File: src/rtl/ascii_hex_serializer_pkg.sv
// Shared constants, terminator mode codes and FSM state encoding for the
// hex-to-ASCII serializer.
package ascii_hex_serializer_pkg;

    localparam logic [7:0] ASCII_0  = 8'h30;
    localparam logic [7:0] ASCII_UA = 8'h41;
    localparam logic [7:0] ASCII_LA = 8'h61;
    localparam logic [7:0] ASCII_X  = 8'h78;
    localparam logic [7:0] ASCII_SP = 8'h20;
    localparam logic [7:0] ASCII_CR = 8'h0D;
    localparam logic [7:0] ASCII_LF = 8'h0A;

    localparam int TERM_NONE  = 0;
    localparam int TERM_SPACE = 1;
    localparam int TERM_CRLF  = 2;

    typedef enum logic [2:0] {
        ST_IDLE    = 3'd0,
        ST_PREFIX0 = 3'd1,
        ST_PREFIX1 = 3'd2,
        ST_DIGITS  = 3'd3,
        ST_TERM0   = 3'd4,
        ST_TERM1   = 3'd5
    } state_t;

    function automatic logic [7:0] hex_char(input logic [3:0] n, input bit lower);
        if (n < 4'd10)
            return ASCII_0 + {4'h0, n};
        else
            return (lower ? ASCII_LA : ASCII_UA) + {4'h0, n} - 8'd10;
    endfunction

endpackage

File: src/rtl/nibble_to_ascii.sv
// Combinational 4-bit value to ASCII hex digit.
module nibble_to_ascii
    import ascii_hex_serializer_pkg::*;
#(
    parameter bit LOWERCASE = 1'b0
) (
    input  logic [3:0] nibble,
    output logic [7:0] ascii
);

    assign ascii = hex_char(nibble, LOWERCASE);

endmodule

File: src/rtl/ascii_hex_serializer.sv
// Accepts one binary word and streams its hex text one ASCII byte per output
// handshake, MS digit first, with optional "0x" prefix and terminator.
module ascii_hex_serializer
    import ascii_hex_serializer_pkg::*;
#(
    parameter int NBR_OF_NIBBLES = 4,
    parameter bit LOWERCASE      = 1'b0,
    parameter bit PREFIX_EN      = 1'b0,
    parameter int TERMINATOR     = 0
) (
    input  logic                        clk,
    input  logic                        reset_n,
    input  logic [NBR_OF_NIBBLES*4-1:0] in_data,
    input  logic                        in_valid,
    output logic                        in_ready,
    output logic [7:0]                  out_char,
    output logic                        out_valid,
    input  logic                        out_ready
);

    localparam int IW = (NBR_OF_NIBBLES > 1) ? $clog2(NBR_OF_NIBBLES) : 1;
    localparam logic [IW-1:0] IDX_LAST = IW'(NBR_OF_NIBBLES - 1);
    localparam logic [7:0] TERM0_CHAR = (TERMINATOR == TERM_SPACE) ? ASCII_SP : ASCII_CR;

    state_t                      state;
    logic [IW-1:0]               idx;
    logic [NBR_OF_NIBBLES*4-1:0] shadow;

    logic [NBR_OF_NIBBLES*4-1:0] word;
    logic [IW-1:0]               nib_idx;
    logic [3:0]                  nib;
    logic [7:0]                  dig_char;
    logic                        hs;

    assign in_ready = (state == ST_IDLE) && reset_n;
    assign hs       = out_valid && out_ready;

    // The digit mux looks one character ahead: it presents the digit that the
    // output register will load on the coming edge. While idle the shadow is
    // not yet loaded, so the first digit comes straight from in_data.
    assign word = (state == ST_IDLE) ? in_data : shadow;

    always_comb begin
        nib_idx = IDX_LAST;
        if (state == ST_DIGITS)
            nib_idx = idx - 1'b1;
    end

    always_comb begin
        nib = 4'h0;
        for (int i = 0; i < NBR_OF_NIBBLES; i++)
            if (nib_idx == IW'(i))
                nib = word[4*i +: 4];
    end

    nibble_to_ascii #(.LOWERCASE(LOWERCASE)) u_n2a (
        .nibble (nib),
        .ascii  (dig_char)
    );

    always_ff @(posedge clk) begin
        if (!reset_n) begin
            state     <= ST_IDLE;
            idx       <= '0;
            shadow    <= '0;
            out_char  <= 8'h00;
            out_valid <= 1'b0;
        end else begin
            unique case (state)
                ST_IDLE: begin
                    if (in_valid) begin
                        shadow    <= in_data;
                        idx       <= IDX_LAST;
                        out_valid <= 1'b1;
                        if (PREFIX_EN) begin
                            state    <= ST_PREFIX0;
                            out_char <= ASCII_0;
                        end else begin
                            state    <= ST_DIGITS;
                            out_char <= dig_char;
                        end
                    end
                end
                ST_PREFIX0: begin
                    if (hs) begin
                        state    <= ST_PREFIX1;
                        out_char <= ASCII_X;
                    end
                end
                ST_PREFIX1: begin
                    if (hs) begin
                        state    <= ST_DIGITS;
                        out_char <= dig_char;
                    end
                end
                ST_DIGITS: begin
                    if (hs) begin
                        if (idx != '0) begin
                            idx      <= idx - 1'b1;
                            out_char <= dig_char;
                        end else if (TERMINATOR != TERM_NONE) begin
                            state    <= ST_TERM0;
                            out_char <= TERM0_CHAR;
                        end else begin
                            state     <= ST_IDLE;
                            out_valid <= 1'b0;
                        end
                    end
                end
                ST_TERM0: begin
                    if (hs) begin
                        if (TERMINATOR == TERM_CRLF) begin
                            state    <= ST_TERM1;
                            out_char <= ASCII_LF;
                        end else begin
                            state     <= ST_IDLE;
                            out_valid <= 1'b0;
                        end
                    end
                end
                ST_TERM1: begin
                    if (hs) begin
                        state     <= ST_IDLE;
                        out_valid <= 1'b0;
                    end
                end
                default: begin
                    state     <= ST_IDLE;
                    out_valid <= 1'b0;
                end
            endcase
        end
    end

endmodule

File: config.mk
export PLATFORM = sky130hd
export DESIGN_NAME = ascii_hex_serializer
export DESIGN_NICKNAME = d
export VERILOG_FILES = /design/src/rtl/ascii_hex_serializer_pkg.sv /design/src/rtl/nibble_to_ascii.sv /design/src/rtl/ascii_hex_serializer.sv
export SDC_FILE = /design/constraint.sdc
export NUM_CORES = 1
export LEC_CHECK = 0
export BUFFER_PORTS_ARGS = -buffer_cell sky130_fd_sc_hd__buf_2
export CORE_MARGIN = 2
export CORE_UTILIZATION = 35
export CTS_CLUSTER_SIZE = 30
export DETAILED_ROUTE_END_ITERATION = 6
export PLACE_DENSITY_LB_ADDON = 0.3
export SLEW_MARGIN = 20
export SYNTH_ARGS = -nofsm -noshare
export SYNTH_HDL_FRONTEND = slang
export SYNTH_HIERARCHICAL = 1
export SYNTH_SLANG_ARGS = --single-unit
File: constraint.sdc
create_clock -name clk -period 3.2 [get_ports clk]
set_input_delay 0.64 -clock clk [delete_from_list [all_inputs] [get_ports clk]]
set_output_delay 0.64 -clock clk [all_outputs]
set_load 0.1 [all_outputs]
==> results.md <==
- Vias in the first global route: 1504
- Detailed-route via count: 1558
- Slew HR: 52.4%
- Peak per-stage delay on the critical path: 0.58 ns
- Setup CP Type: flip-flop to flip-flop
- # diodes: 0
- R2R Setup Slk: 0.33 ns
- Detailed Place HPWL: 2980 um
- Pin count of the biggest net entering global routing: 36
- Area grow syn2layout: 18.5%
- Worst-Margin Slew: 0.696 ns
- WP data arrival: 3.01 ns
- Net Count, Synth: 238
- Slowest-stage cell, CP: nor4_1
- Max-slew violation count: 0
- Yosys cell types: 39
- Post-Syn Area: 0.00172 mm^2
- Cell family with most CP delay: simple AND/OR/NAND/NOR gates
- R2R depth: 12
- First-pass GRT wire length: 6710 um
- RSZ-0062 raised after global routing: false
- Worst skew pair latency: 0.27 ns
- CTS tree: built
- GRT overflow: 0
- Initial antenna violation count: 0
- Htree depth: 2
- Initial DRC count: 111
- # nets final: 268
- Fillers: 505
- Top Ports: 30
- Status: finished clean
- Syn avg cell area: 8.14 um^2
- Max FO, Critical Path: 8
- CP Data Required Time: 3.34 ns
- Row cnt: 25
- Crit path buf inv count: 3
- FF+latch count, synth: 29
- Hold path start: out_char[0]$_SDFFE_PN0P_
- Reg2reg end: out_char[4]$_SDFFE_PN0P_
- WHS: 0.457 ns
- Maximum VDD drop: 430 uV
- Worst setup SP type: flip-flop
- First-pass DRT Iterations: 4
- DRC violation count after routing: 0
- RePlAce Congestion: 0.812
- Hold depth: 2
- Clock slew seen by the registers of the worst setup and hold paths: 0.06 ns
- Clock buffer depth: 2
- Starting density of the core: 36.4%
- Synth Instances: 211
- Crit path from: idx[0]$_SDFFE_PN0P_
- Drt wl/cell: 12.8 um
- Total power: 0.00212 W
- Clock Skew: 0.00743 ns
- Post-synthesis sequential area ratio: 33.8%
- Cts hold-fix bufs: 0
- Final setup vio count: 0
- LEAKAGE: 0.901 nW
- Pwr/cell area: 1040 mW/mm^2
- Hold Fails Final Rpt: 0
- Max_cap viols: 0
- Die area: 0.00548 mm^2
- Critical-path cell list: inv_1, ha_1, nand2_1, buf_4, a2111oi_0, nor4_1, inv_1, ha_1, and2b_1, o21ai_0, o21ai_0, mux2i_1
- Final Cycle Share: 89.6%
- Root Driver: clkbuf_8
- Core Area: 0.00472 mm^2
- Upper clock frequency limit: 349 MHz
- Worst Setup End Kind: flip-flop
- Yosys warnings: 6
- Final wirelength: 3960 um
- Count of input and output buffers: 29
- Die Wd: 74.1 um
- Vias per cell: 5.04
- Die height: 74.1 um
- Hold Crit Class: flip-flop to flip-flop
- Num CTS Buffers: 5
- GRT Total Usage: 15.7%
- Fin Setup TNS: 0 ns
- R2R Path Start: idx[0]$_SDFFE_PN0P_
- CTS sink count: 29
- Layout cells sized above 1: 21.5%
- Hold EP: out_char[0]$_SDFFE_PN0P_
- Final min period: 2.87 ns
- Routed Antenna Nets: 0
## power breakdown
| part | internal (W) | switching [W] |
|---|---|---|
| Combinational | 0.000424 | 0.000882 |
| Sequential | 0.000466 | 0.0000644 |
| Clock | 0.000154 | 0.000128 |
## registers in the layout (all words and copies together), names as in the netlist
signal,flops
idx,2
out_char,8
out_valid,1
shadow,16
state,2
## kinds of logic after synthesis
group,count (synthesis),share of synthesized area [%]
buf+inv,21,5.24
compound gates,57,25.4
simple gates,86,24.5
fa+ha+maj,7,5.10
mux,9,5.24
xor+xnor,1,0.510
other cells,1,0.218
flops,29,33.8
## layer usage
layer / wire length, um / vias up / GRT usage [%] / share of wire [%]
met5: 0 / - / 0 / 0
met4: 55 / 0 / 5.05 / 1.4
met3: 163 / 7 / 3.79 / 4.1
met2: 1700 / 30 / 24.9 / 43
met1: 2040 / 711 / 21.2 / 51
li1: - / 810 / - / -
## cell type report
class                           count  area (um^2)  share of cell area, %
Tap cell                           67         83.8                   4.12
Inverter                            7         26.3                   1.29
Timing Repair Buffer               37          205                   10.1
Multi-Input combinational cell    161         1060                   52.1
Sequential cell                    29          581                   28.5
Clock buffer                        8         80.1                   3.93
## metrics by stage
stage	cell area, um^2	setup slack [ns]	instances	utilization [%]
after CTS	2020	0.203	309	42.8
after detailed placement	1940	0.246	301	41.1
after global routing	2040	0.0603	309	43.1
final	2040	0.333	309	43.1
after global placement	1940	0.341	301	41.1
after floorplan	1720	0.323	211	-
## worst max-delay path by stage
stage,end,slack [ns],cells after the start
after CTS,out_char[4]$_SDFFE_PN0P_,0.20,12
after detailed placement,out_char[4]$_SDFFE_PN0P_,0.25,12
final,out_char[4]$_SDFFE_PN0P_,0.33,12
after floorplan,out_char[4]$_SDFFE_PN0P_,0.32,12
after global routing,out_char[4]$_SDFFE_PN0P_,0.06,12
after global placement,out_char[4]$_SDFFE_PN0P_,0.34,12
## synthesized netlist by cell type
cell type / n / area, um^2
a21boi_0: 15 / 113
and2b_2: 1 / 8.76
a211o_2: 1 / 10.0
a211oi_1: 12 / 90.1
o211ai_1: 1 / 7.51
clkbuf_1: 12 / 45.0
inv_1: 7 / 26.3
nand2b_1: 1 / 6.26
a21oi_1: 3 / 15.0
and2b_1: 1 / 7.51
nor4_1: 4 / 25.0
a21boi_1: 1 / 7.51
a21bo_2: 1 / 10.0
nor3b_1: 1 / 7.51
ha_1: 7 / 87.6
nor3_1: 1 / 5.00
a2111oi_0: 6 / 52.6
nor2b_1: 3 / 18.8
a21o_1: 1 / 7.51
xnor2_1: 1 / 8.76
or4_1: 1 / 7.51
o221a_2: 2 / 22.5
nand3_1: 2 / 10.0
or2_2: 1 / 6.26
and2_1: 3 / 18.8
conb_1: 1 / 3.75
or3_4: 1 / 11.3
a21bo_1: 1 / 10.0
buf_4: 1 / 7.51
a211o_1: 2 / 17.5
o21a_1: 2 / 15.0
and3_1: 16 / 100
mux2i_1: 9 / 90.1
o21ai_0: 6 / 30.0
dfxtp_1: 29 / 581
a32o_1: 2 / 20.0
o21ai_2: 1 / 8.76
buf_6: 1 / 11.3
nand2_1: 50 / 188
## worst min-delay path: stages, from the launching register on
cell and delay (ns):
dfxtp_1 0.30, nand2_1 0.05, mux2i_1 0.06
## timing repair
action                                  in CTS  in global routing
gates resized for setup                      0                  1
endpoints found under the hold margin        0                  0
endpoints found under the setup margin       0                  3
buffers inserted                             0                  0
## layout by cell type (no fill, tap or decap), types with 5 or more instances in the layout
cell,Yosys,layout
a211oi_1,12,12
dfxtp_1,29,29
a21boi_0,15,15
nand2_1,50,50
mux2i_1,9,9
inv_1,7,7
and3_1,16,16
clkbuf_8,0,5
buf_4,1,8
a2111oi_0,6,6
buf_2,0,29
o21ai_0,6,6
ha_1,7,7
Note: power is estimated with default switching activity, not from simulation.
